===== config.mk =====
export PLATFORM = sky130hd
export DESIGN_NAME = ppi_portc_watch
export DESIGN_NICKNAME = d
export VERILOG_FILES = /design/src/rtl/ppi_portc_watch.sv
export SDC_FILE = /design/constraint.sdc
export NUM_CORES = 1
export LEC_CHECK = 0
export BUFFER_PORTS_ARGS = -buffer_cell sky130_fd_sc_hd__buf_2
export CAP_MARGIN = 25
export CORE_UTILIZATION = 51
export DETAILED_ROUTE_END_ITERATION = 10
export PLACE_DENSITY = 0.79
export SLEW_MARGIN = 30
export SYNTH_ARGS = -nofsm -noshare
export SYNTH_HDL_FRONTEND = slang
export SYNTH_SLANG_ARGS = --single-unit
export TNS_END_PERCENT = 10

===== constraint.sdc =====
create_clock -name clk -period 1.9 [get_ports clk]
set_clock_uncertainty 0.2 [all_clocks]
set_input_delay 0.19 -clock clk [delete_from_list [all_inputs] [get_ports clk]]
set_output_delay 0.19 -clock clk [all_outputs]
set_load 0.01 [all_outputs]

===== src/rtl/ppi_portc_watch.sv =====
// 8255 PPI port C shadow with per-channel programmable edge counters (arm/clear, timeout).
// Optional macro PPI_MODESET_EN: a mode-set control word clears the shadow like a real 8255.
module ppi_portc_watch #(
  parameter logic [7:0]             PPI_BASE    = 8'h00,
  parameter int                     NUM_WATCH   = 2,
  parameter logic [3*NUM_WATCH-1:0] WATCH_MAP   = 6'o31,
  parameter logic [NUM_WATCH-1:0]   EDGE_POL    = 2'b00,
  parameter int                     CNT_W       = 4,
  parameter int                     DONE_COUNT  = 4,
  parameter int                     TIMEOUT_CYC = 0,
  parameter logic [7:0]             PORTC_INIT  = 8'h00
) (
  input  logic                       clk,
  input  logic                       reset_n,
  input  logic [7:0]                 shavv,
  input  logic [7:0]                 data,
  input  logic                       wr_stb,
  input  logic [NUM_WATCH-1:0]       arm,
  input  logic [NUM_WATCH-1:0]       clear,
  output logic [7:0]                 portc_o,
  output logic                       wr_evt_o,
  output logic [NUM_WATCH*CNT_W-1:0] cnt_o,
  output logic [NUM_WATCH-1:0]       done_o,
  output logic [NUM_WATCH-1:0]       busy_o
);

  typedef enum logic [1:0] {IDLE, COUNTING, DONE} state_t;

  localparam int                TMR_W    = (TIMEOUT_CYC > 0) ? $clog2(TIMEOUT_CYC + 1) : 1;
  localparam bit                TMO_EN   = (TIMEOUT_CYC > 0);
  localparam logic [TMR_W-1:0]  TMR_LAST = TMR_W'((TIMEOUT_CYC > 0) ? TIMEOUT_CYC - 1 : 0);
  localparam logic [CNT_W-1:0]  DONE_CNT = CNT_W'(DONE_COUNT);

  logic [7:0] portc_q, portc_d;
  logic       wr_evt_q, wr_evt_d;

  always_comb begin
    portc_d = portc_q;
    if (wr_stb) begin
      if (shavv == PPI_BASE + 8'd1) begin
        portc_d = data;
      end else if (shavv == PPI_BASE) begin
        if (!data[7]) begin
          portc_d[data[3:1]] = data[0];
        end
`ifdef PPI_MODESET_EN
        else begin
          portc_d = 8'h00;
        end
`endif
      end
    end
    wr_evt_d = (portc_d != portc_q);
  end

  always_ff @(posedge clk or negedge reset_n) begin
    if (!reset_n) begin
      portc_q  <= PORTC_INIT;
      wr_evt_q <= 1'b0;
    end else begin
      portc_q  <= portc_d;
      wr_evt_q <= wr_evt_d;
    end
  end

  assign portc_o  = portc_q;
  assign wr_evt_o = wr_evt_q;

  for (genvar g = 0; g < NUM_WATCH; g++) begin : g_ch
    localparam logic [2:0] BIT = WATCH_MAP[3*g +: 3];
    localparam bit         POL = EDGE_POL[g];

    state_t           st_q, st_d;
    logic [CNT_W-1:0] cnt_q, cnt_d;
    logic [TMR_W-1:0] tmr_q, tmr_d;
    logic             edge_hit;

    // portc_d equals portc_q except on a write, so this sees only old-vs-new per host write
    assign edge_hit = POL ? (~portc_q[BIT] &  portc_d[BIT])
                          : ( portc_q[BIT] & ~portc_d[BIT]);

    always_comb begin
      st_d  = st_q;
      cnt_d = cnt_q;
      tmr_d = '0;
      if (clear[g]) begin
        st_d  = IDLE;
        cnt_d = '0;
      end else if (arm[g]) begin
        st_d  = COUNTING;
        cnt_d = '0;
      end else if (st_q == COUNTING) begin
        if (edge_hit) begin
          cnt_d = cnt_q + 1'b1;
          if (cnt_q + 1'b1 == DONE_CNT) st_d = DONE;
        end else if (TMO_EN && (tmr_q == TMR_LAST)) begin
          cnt_d = '0;
        end else if (TMO_EN) begin
          tmr_d = tmr_q + 1'b1;
        end
      end
    end

    always_ff @(posedge clk or negedge reset_n) begin
      if (!reset_n) begin
        st_q  <= IDLE;
        cnt_q <= '0;
        tmr_q <= '0;
      end else begin
        st_q  <= st_d;
        cnt_q <= cnt_d;
        tmr_q <= tmr_d;
      end
    end

    assign cnt_o[g*CNT_W +: CNT_W] = cnt_q;
    assign done_o[g] = (st_q == DONE);
    assign busy_o[g] = (st_q == COUNTING);
  end

endmodule

---- Word level (Yosys, flattened, before mapping) ----
Index checks and enable logic that the tools add are counted.
Widths: inputs -> output; s select.
word-level totals
  bits in registers ....................... 21
  output and inout port bits .............. 21
  logic and storage cells ................. 59
cells by class
  $add $sub $neg .......................... 2
  magnitude comparators ................... 2
  eq/ne operators ......................... 8
  multiplexer cells ....................... 25
  bitwise logic cells ..................... 4
  reduce and logical (&&, ||, !) cells .... 12
operator list
  kind                 number
  $mux 4               8
  $mux 8               4
  $mux 2               10
  $reduce_bool 3->1    6
  $add 4x1->4 const B  2
  $bwmux 8             1
  $eq 4x3->1 const B   2
  $eq 8x1->1 const B   1
  $logic_not 8->1      1
  $ne 8x8->1           1
  $reduce_and 3->1     2
  $eq 2x1->1 const B   2
  $eq 2x2->1 const B   2
  $lt 3x4->1 const B   1
  $reduce_and 2->1     2
  $demux 1 s3          1
  $ge 3x1->1 const B   1
  $and 1x1->1          2
  $not 1->1            2
  $logic_and 1x1->1    1
  $mux 1               1

---- Depth between registers and ports, before layout ----
Gate-level depths: netlist (run 1).
  depth in word-level cells ............... 15
  depth in mapped cells ................... 11
  mapped depth without buffers ............ 10

---- Worst setup path after synthesis (run 1) ----
OpenSTA, ideal clock, no wires.
  kind .................................... input port to flip-flop
  from .................................... input port shavv[4]
  to ...................................... register wr_evt_q (netlist: wr_evt_o)
  arrival time ............................ 2041 ps
  data required time ...................... 1561 ps
  setup slack ............................. -480 ps
  stages .................................. 8
  buffers on the path ..................... 0
  cells stage by stage .................... nor4_4 -> nand4_2 -> nor2_2 -> a211o_1 -> o21ai_1 -> ha_1 -> o311ai_1 -> or4_1
on the way
  word-level cells in the longest chain between the ends .. 5
  elaborated cells between the ends (all ways) .. 6
  those cells by class .................... eq/ne (2); mux (3); reduce/logical (1)
ends and longest elaborated chain
  item                    RTL line  text
  start: declaration      15        input logic [7:0] shavv,
  $logic_not 8->1         42        end else if (shavv == PPI_BASE) begin
  $mux 8                  42
  $mux 8 (*)              40        if (shavv == PPI_BASE + 8'd1) begin
  $mux 8 (*)              39        if (wr_stb) begin
  $ne 8x8->1 (*)          53        wr_evt_d = (portc_d != portc_q);
  named net wr_evt_d      35        logic wr_evt_q, wr_evt_d;
  end signal: assignment  62        wr_evt_q <= wr_evt_d;
  end: declaration        35
Mark *: on every way through the listed nets, which the timed path passes. The rest lies on a longest branch.
A chain may end at the register's enable or synchronous reset.

---- Worst setup path after layout (run 1) ----
  from .................................... input port shavv[3]
  to ...................................... register wr_evt_q (netlist: wr_evt_o)
Same word-level chain as after synthesis.

==> metrics.txt, run 1 <==
drt drc 0; slowest cell on the critical path or4_1; Post-Syn Nets 197; final setup margin -0.0654 ns; via count 1583; status complete, but fails checks; Post-DRT Antenna Nets 0; Worst-Margin Slew between 0.4 and 0.5 ns; initial antenna violation count 0; total CTS buffers 3; crit path launch type input port; Synth top area share 35.0%; post-layout util a little under three quarters; ANT cells 0; peak supply drop 0.445 mV; initial DRC count 82; Final Cycle Share 103%; syn_area_per_cell between 8 and 9 sq um; Starting Density between 50% and 60%; crit path DAT just under 2 ns; Synth area leaders dfrtp_1, ha_1, xor2_1, nor3_1, nor2_1; port bufs 43; vias in the first global route between 1500 and 2000; Syn Std Cell Area ~1500 sq um; Tot GR Track Use about 27%; library cells used by synthesis just under 50; P_leak slightly below 1 nW; row count 19; warnings from Yosys 0; dpl ws -0.472 ns; Synth top cells by count dfrtp_1, nor2_1, nor3_1; pwr/cell area 484 nW/um^2; Setup violations, final 6; Yosys reg bits 21; Sink Count 21; die width ~56 um; Slew Limit Fails 0; register area 526 sq um; sequential element share of the synthesized area a little over a third; EDFF count, synth 0; critical-path cell list buf_6, nor4_4, nand4_2, nor2_2, a211o_1, o21ai_1, ha_1, o311ai_1, or4_1; layout cells sized above 1 34.7%; Final Hold Vio Count 0; CP required about 1.9 ns; WS Path Type in2reg; die area between 3000 and 4000 sq um; drt first pass iters 4; H-tree depth 1; drt wl/cell about 15 um; Clock Path Buffers 2; ys flop type dfrtp_1; Root Buffer Master clkbuf_4; Hold WS about 0.021 ns; Max Freq 0.509 GHz; CTS tree built; RD Place Congestion 0.936; area occupied by multi-input gates between 900 and 1000 sq um; Fillers 225; Slowest Stage Delay on Critical Path 0.41 ns; Final Critical Period 1.97 ns; Syn-to-layout area delta 32.8%; violated checks setup timing; largest net degree at the start of global routing 22; nets@finish between 200 and 300; RSZ-0062 raised after global routing true; Die Ht around 56 um; final WL 4030 um; Async SR Flop Fraction 100%; Syn Inst Count 168; Crit. End Element flip-flop; clock-pin slew of the registers on the worst-case setup and hold paths between 0.1 and 0.15 ns; total gr overflow 0; Detail Placement HPWL about 3100 um; DR vias/cell 5.93; Slew Limit Headroom around 70%; Hold Crit Class in2reg; max cap viols 0; post-synth top area cell dfrtp_1; Core Area roughly 2800 sq um; worst-path fanout max 4; first-pass GRT wire length slightly below 7000 um; insertion delay to the later sink of the worst-skew pair between 0.3 and 0.4 ns; # IOs 44; most common cell in the netlist dfrtp_1
layout make-up:
cell class                      count  area share (%)
Multi-Input combinational cell    130            45.7
Sequential cell                    21            26.3
Clock inverter                      1           0.251
Timing Repair Buffer               72            22.9
Tap cell                           31            1.94
Clock buffer                        3            1.13
Inverter                            9            1.69
worst max-delay path, delay by kind of cell:
family | cells | cell delay (ns)
and+or+nand+nor | 4 | 1.10
AOI/OAI and AO/OA | 3 | 0.31
adders and majority gates | 1 | 0.28
buffers and inverters | 1 | 0.10
worst paths after layout:
kind	from	to	slack, ns	depth (start not counted)
min in group asynchronous	reset_n	portc_o[2]	0.15	2
setup / recovery	shavv[3]	wr_evt_o	-0.07	9
max in group asynchronous	reset_n	g_ch[1].cnt_q[3]	1.03	2
setup reg to reg	portc_o[2]	wr_evt_o	-0.03	4
hold reg to reg	portc_o[0]	portc_o[0]	0.38	1
hold / removal	data[7]	portc_o[7]	0.02	4
routing by layer:
layer	wire (um)	part of all wire, %	global-route usage (%)	vias to the layer above
li1	-	-	-	749
met4	57	1.4	7.67	0
met3	230	5.7	4.84	10
met2	2010	50	46.9	62
met5	0	0	0	-
met1	1730	43	35.8	762
cells by family (layout without fill, tap and decap cells):
group / after synthesis / after routing / share of synthesized area [%]
xor+xnor: 13 / 13 / 7.58
flops: 21 / 21 / 35.0
mux: 3 / 3 / 2.08
simple gates: 69 / 69 / 26.5
buf+inv: 17 / 85 / 4.66
compound gates: 39 / 39 / 19.2
fa+ha+maj: 6 / 6 / 5.00
through the flow:
stage          instance area, sq um  instances  power (mW)  setup TNS [ns]
2_1_floorplan                  1510        168       0.616           -3.82
3_3_place_gp                   1890        256       0.728           -3.62
3_5_place_dp                   1890        256       0.736           -4.74
4_1_cts                        2000        267       0.973         -0.0394
5_1_grt                        2000        267        1.02           -1.05
6_report                       2000        267       0.967          -0.190
registers in the layout, indices dropped and copies added (netlist names):
register / count
portc_o: 8
g_ch.cnt_q: 8
wr_evt_o: 1
g_ch.st_q: 4
power by group:
group          switching (mW)  leakage, nW  internal, mW  total, mW
clock                   0.146       0.0177        0.0788      0.224
combinational           0.131        0.682         0.119      0.250
sequential             0.0223        0.286         0.470      0.492
total                   0.299        0.986         0.667      0.967
what timing repair did:
action / in CTS / in global routing
hold endpoints to repair: 33 / 0
setup buffers: 2 / 0
hold buffers: 5 / 0
resized for setup: 6 / 0
setup endpoints to repair: 8 / 12
pin swaps: 2 / 1
cell usage in the layout, fill, tap and decap left out, types with 4 or more instances in the layout:
master / count
inv_1: 8
buf_4: 24
o22ai_1: 4
nor2b_1: 7
buf_2: 41
dfrtp_1: 21
a21oi_1: 7
nand4_1: 5
ha_1: 6
nor3_1: 12
dlygate4sd3_1: 5
xnor2_1: 5
nor2_1: 15
xor2_1: 8
nand2_1: 9
a31oi_1: 4
No activity file was read; power rests on OpenSTA's default activity.
==> run 2: changes to the inputs <==
RECOVER_POWER = 50   (was default)
==> metrics.txt, run 2 (synthesized netlist as in run 1, its figures left out) <==
insertion delay to the later sink of the worst-skew pair 0.32 ns; CTS tree built; DR vias/cell 5.93; total gr overflow 0; worst-path fanout max 4; max cap viols 0; critical-path cell list buf_6, nor4_4, nand4_2, nor2_2, a211o_1, o21ai_1, ha_1, o311ai_1, or4_1; Comb power frac 25.6%; final setup TNS -0.152 ns; Hold WS 0.0150 ns; violated checks setup timing; pwr/cell area between 400 and 500 nW/um^2; Slew Limit Fails 0; CP required roughly 1.9 ns; sequential share of power 50.9%; Sink Count 21; crit path launch type input port; P_leak 0.971 nW; Root Buffer Master clkbuf_4; commonest cells after routing, fill and taps aside buf_2, buf_4, dfrtp_1; dpl cells 256; Die Ht about 56 um; Slowest Stage Delay on Critical Path roughly 0.41 ns; worst path bufs/invs 1; Final Cycle Share 103%; drt first pass iters 4; switch share a little under a third; Final Hold Vio Count 0; Core Area about 2800 sq um; Setup violations, final 6; via count between 1500 and 2000; nets@finish approximately 270; initial DRC count 83; total CTS buffers 3; ANT cells 0; Crit path max-delay family simple AND/OR/NAND/NOR gates; Final Critical Period a little under 2 ns; clock-pin slew of the registers on the worst-case setup and hold paths about 0.12 ns; Clk pwr share between 20% and 30%; final WL about 4100 um; Tot GR Track Use 27.4%; drt drc 0; vias in the first global route between 1500 and 2000; die area about 3200 sq um; layout cells sized above 1 around a third; Worst-Margin Slew around 1.1 ns; WS Path Type in2reg; # IOs between 40 and 50; register area between 500 and 600 sq um; RSZ-0062 raised after global routing true; first-pass GRT wire length approximately 6800 um; Max Freq between 0.5 and 0.6 GHz; Slew Limit Headroom around a quarter; crit path DAT slightly below 2 ns; final cell count without fillers between 200 and 300; NetSw approximately 0.30 mW; die width about 56 um; RD Place Congestion between 0.9 and 1; Post-DRT Antenna Nets 0; area occupied by multi-input gates roughly 910 sq um; Crit. End Element flip-flop; Clock Path Buffers 2; slowest cell on the critical path or4_1; Starting Density 54.0%; Detail Placement HPWL ~3100 um; cell-internal power between 0.6 and 0.7 mW; peak supply drop about 0.44 mV; most common cell after layout, fill and taps aside buf_2; drt wl/cell around 15 um; final setup margin -0.0590 ns; H-tree depth 1; port bufs 43; status complete, but fails checks; Hold Crit Class in2reg; row count 19; Syn-to-layout area delta 32.5%; post-layout util a little under three quarters; initial antenna violation count 0; Fillers 224; largest net degree at the start of global routing 22
==> run 2: changes by cell type in the layout (fill, tap and decap cells not counted) <==
cell      change
buf_2         -4
clkbuf_1      +4
==> run 2: final timing paths <==
check | to | cells past startpoint | slack, ns | start
setup / recovery | wr_evt_o | 9 | -0.06 | shavv[3]
hold / removal | portc_o[7] | 4 | 0.01 | data[7]
setup reg to reg | wr_evt_o | 4 | -0.01 | portc_o[2]
hold reg to reg | portc_o[0] | 1 | 0.37 | portc_o[0]
max in group asynchronous | g_ch[1].cnt_q[3] | 2 | 0.43 | reset_n
min in group asynchronous | portc_o[2] | 2 | 0.39 | reset_n
==> run 2: metrics by stage <==
step / cell area, sq um / setup slack [ns] / power [mW]
6_report: 1990 / -0.0590 / 0.967
5_1_grt: 1990 / -0.195 / 1.01
4_1_cts: 2000 / -0.0394 / 0.973
3_5_place_dp: 1890 / -0.472 / 0.736
3_3_place_gp: 1890 / -0.361 / 0.728
2_1_floorplan: 1510 / -0.364 / 0.616
==> run 2: timing repair <==
action | in CTS | in global routing
pin swaps | 2 | 1
hold buffers | 5 | 0
buffers inserted | 2 | 0
gates resized for setup | 6 | 0
endpoints found under the setup margin | 8 | 12
endpoints found under the hold margin | 33 | 0
==> run 2: final cells by class <==
cell class / count / share of cell area, %
multi-input cells: 130 / 45.8
flip-flops and latches: 21 / 26.4
repair buffers: 72 / 22.8
well taps: 31 / 1.95
inverters: 9 / 1.70
clock buffers: 3 / 1.13
clock inverters: 1 / 0.251
==> run 2: power by group through the flow <==
stage	clock network, mW	logic, mW	registers, mW
after floorplan	0	0.108	0.508
after global placement	0	0.228	0.499
after detailed placement	0	0.236	0.500
after CTS	0.233	0.248	0.492
after global routing	0.250	0.269	0.495
final	0.228	0.248	0.492
==> run 2: metal layers <==
| layer | vias to the layer above | wire (um) | GRT usage, % |
|---|---|---|---|
| li1 | 748 | - | - |
| met1 | 761 | 1760 | 35.8 |
| met2 | 64 | 2020 | 46.9 |
| met3 | 10 | 216 | 4.84 |
| met4 | 0 | 58 | 7.67 |
| met5 | - | 0 | 0 |
==> run 2: worst register-to-register path, stage by stage, from the launching register on <==
cell and delay, ns:
dfrtp_1 0.47, xor2_1 0.18, a221oi_1 0.28, a311oi_1 0.15, or4_1 0.51
==> run 3: changes to the inputs <==
PLACE_DENSITY = default   (was 0.79)
PLACE_DENSITY_LB_ADDON = 0.05   (was default)
==> metrics.txt, run 3 (synthesized netlist as in run 1, its figures left out) <==
Worst-Margin Slew ~1.2 ns; worst-path fanout max 4; Slowest Stage Delay on Critical Path approximately 0.4 ns; row count 19; drt wl/cell around 15 um; met3 wire len approximately 210 um; Met2 Wirelength between 2000 and 2500 um; clock-pin slew of the registers on the worst-case setup and hold paths ~0.12 ns; Core Area approximately 2800 sq um; peak supply drop approximately 0.40 mV; Die Ht ~56 um; pwr/cell area roughly 480 nW/um^2; vias in the first global route roughly 1400; Sink Count 21; Syn-to-layout area delta 35.9%; initial DRC count around 110; first-pass GRT wire length ~6400 um; Final Critical Period about 2 ns; RD Place Congestion between 0.9 and 1; insertion delay to the later sink of the worst-skew pair 0.31 ns; crit path launch type input port; Clock Path Buffers 2; Slew Limit Fails 0; most common cell after layout, fill and taps aside buf_2; critical-path cell list buf_6, nor4_4, nand4_4, nor2_4, a211o_1, o21ai_2, ha_1, o311ai_1, or4_1; drt drc 0; Post-DRT Antenna Nets 0; status complete, but fails checks; reg2reg path depth 4; Detail Placement HPWL 3050 um; Setup violations, final 2; hold depth 3; die area between 3000 and 4000 sq um; final setup margin -0.107 ns; met1 wire length approximately 1700 um; via count 1541; initial antenna violation count 0; Hold Crit Class in2reg; slowest cell on the critical path or4_1; port bufs between 40 and 50; top sig layer met4; area occupied by multi-input gates ~940 sq um; Hold WS slightly above 0.02 ns; # IOs 44; commonest cells after routing, fill and taps aside buf_2, buf_4, dfrtp_1; violated checks setup timing; WS Path Type in2reg; Levels on crit path 9; total gr overflow 0; max cap viols 0; DR vias/cell 5.71; die width 56.3 um; RSZ-0062 raised after global routing true; register area between 500 and 600 sq um; Slew Limit Headroom between 20% and 30%; Max Freq ~0.50 GHz; total CTS buffers 3; Final Cycle Share 106%; crit path DAT approximately 2 ns; Tot GR Track Use 25.9%; CP required around 1.9 ns; dpl ws -0.477 ns; Starting Density around 54%; Root Buffer Master clkbuf_4; worst path bufs/invs 1; final WL between 4000 and 5000 um; layout cells sized above 1 a little over a third; largest net degree at the start of global routing 22; Fillers roughly 220; Crit path max-delay family simple AND/OR/NAND/NOR gates; drt first pass iters 4; Crit. End Element flip-flop; CTS tree built; Final Hold Vio Count 0; P_leak 0.982 nW; ANT cells 0; post-layout util ~73%; H-tree depth 1; nets@finish around 270
[run 3: layout make-up]
type | count | share of cell area [%]
Multi-Input combinational cell | 130 | 46.2
Sequential cell | 21 | 25.7
Timing Repair Buffer | 75 | 23.2
Tap cell | 31 | 1.90
Inverter | 9 | 1.65
Clock buffer | 4 | 1.29
[run 3: what timing repair did]
action / 4_1_cts / 5_1_grt
hold endpoints to repair: 33 / 0
buffers inserted: 2 / 3
setup endpoints to repair: 11 / 12
resized for setup: 7 / 6
pin swaps: 4 / 6
hold buffers: 5 / 0
[run 3: worst paths after layout]
check                                start                to  slack, ns
worst min register to register  portc_o[0]        portc_o[0]       0.35
worst min-delay path                wr_stb        portc_o[5]       0.02
min in group asynchronous          reset_n  g_ch[0].cnt_q[2]       0.46
max in group asynchronous          reset_n        portc_o[4]       0.34
worst max-delay path              shavv[7]          wr_evt_o      -0.11
worst max register to register  portc_o[2]          wr_evt_o       0.08
[run 3: per-layer routing]
metal	up-vias	track usage, %
li1	756	-
met1	710	32.4
met2	69	47.1
met3	6	3.00
met4	0	6.97
met5	-	0
[run 3: tightest hold or removal path, delay by kind of cell]
kind                   cells  cell delay, ns
AO/OA/AOI/OAI              1            0.06
buffers and inverters      2            0.25
[run 3: metrics by stage]
stage / setup TNS (ns) / power, mW / std cells / instance area [sq um]
after floorplan: -3.82 / 0.616 / 168 / 1510
final: -0.160 / 0.976 / 270 / 2040
after CTS: -0.141 / 0.974 / 267 / 2000
after global placement: -3.99 / 0.733 / 256 / 1890
after detailed placement: -4.89 / 0.737 / 256 / 1890
after global routing: -1.21 / 1.02 / 270 / 2040
[run 3: power breakdown]
group          internal [mW]  switching, mW
clock                 0.0821          0.143
combinational          0.123          0.137
sequential             0.470         0.0208
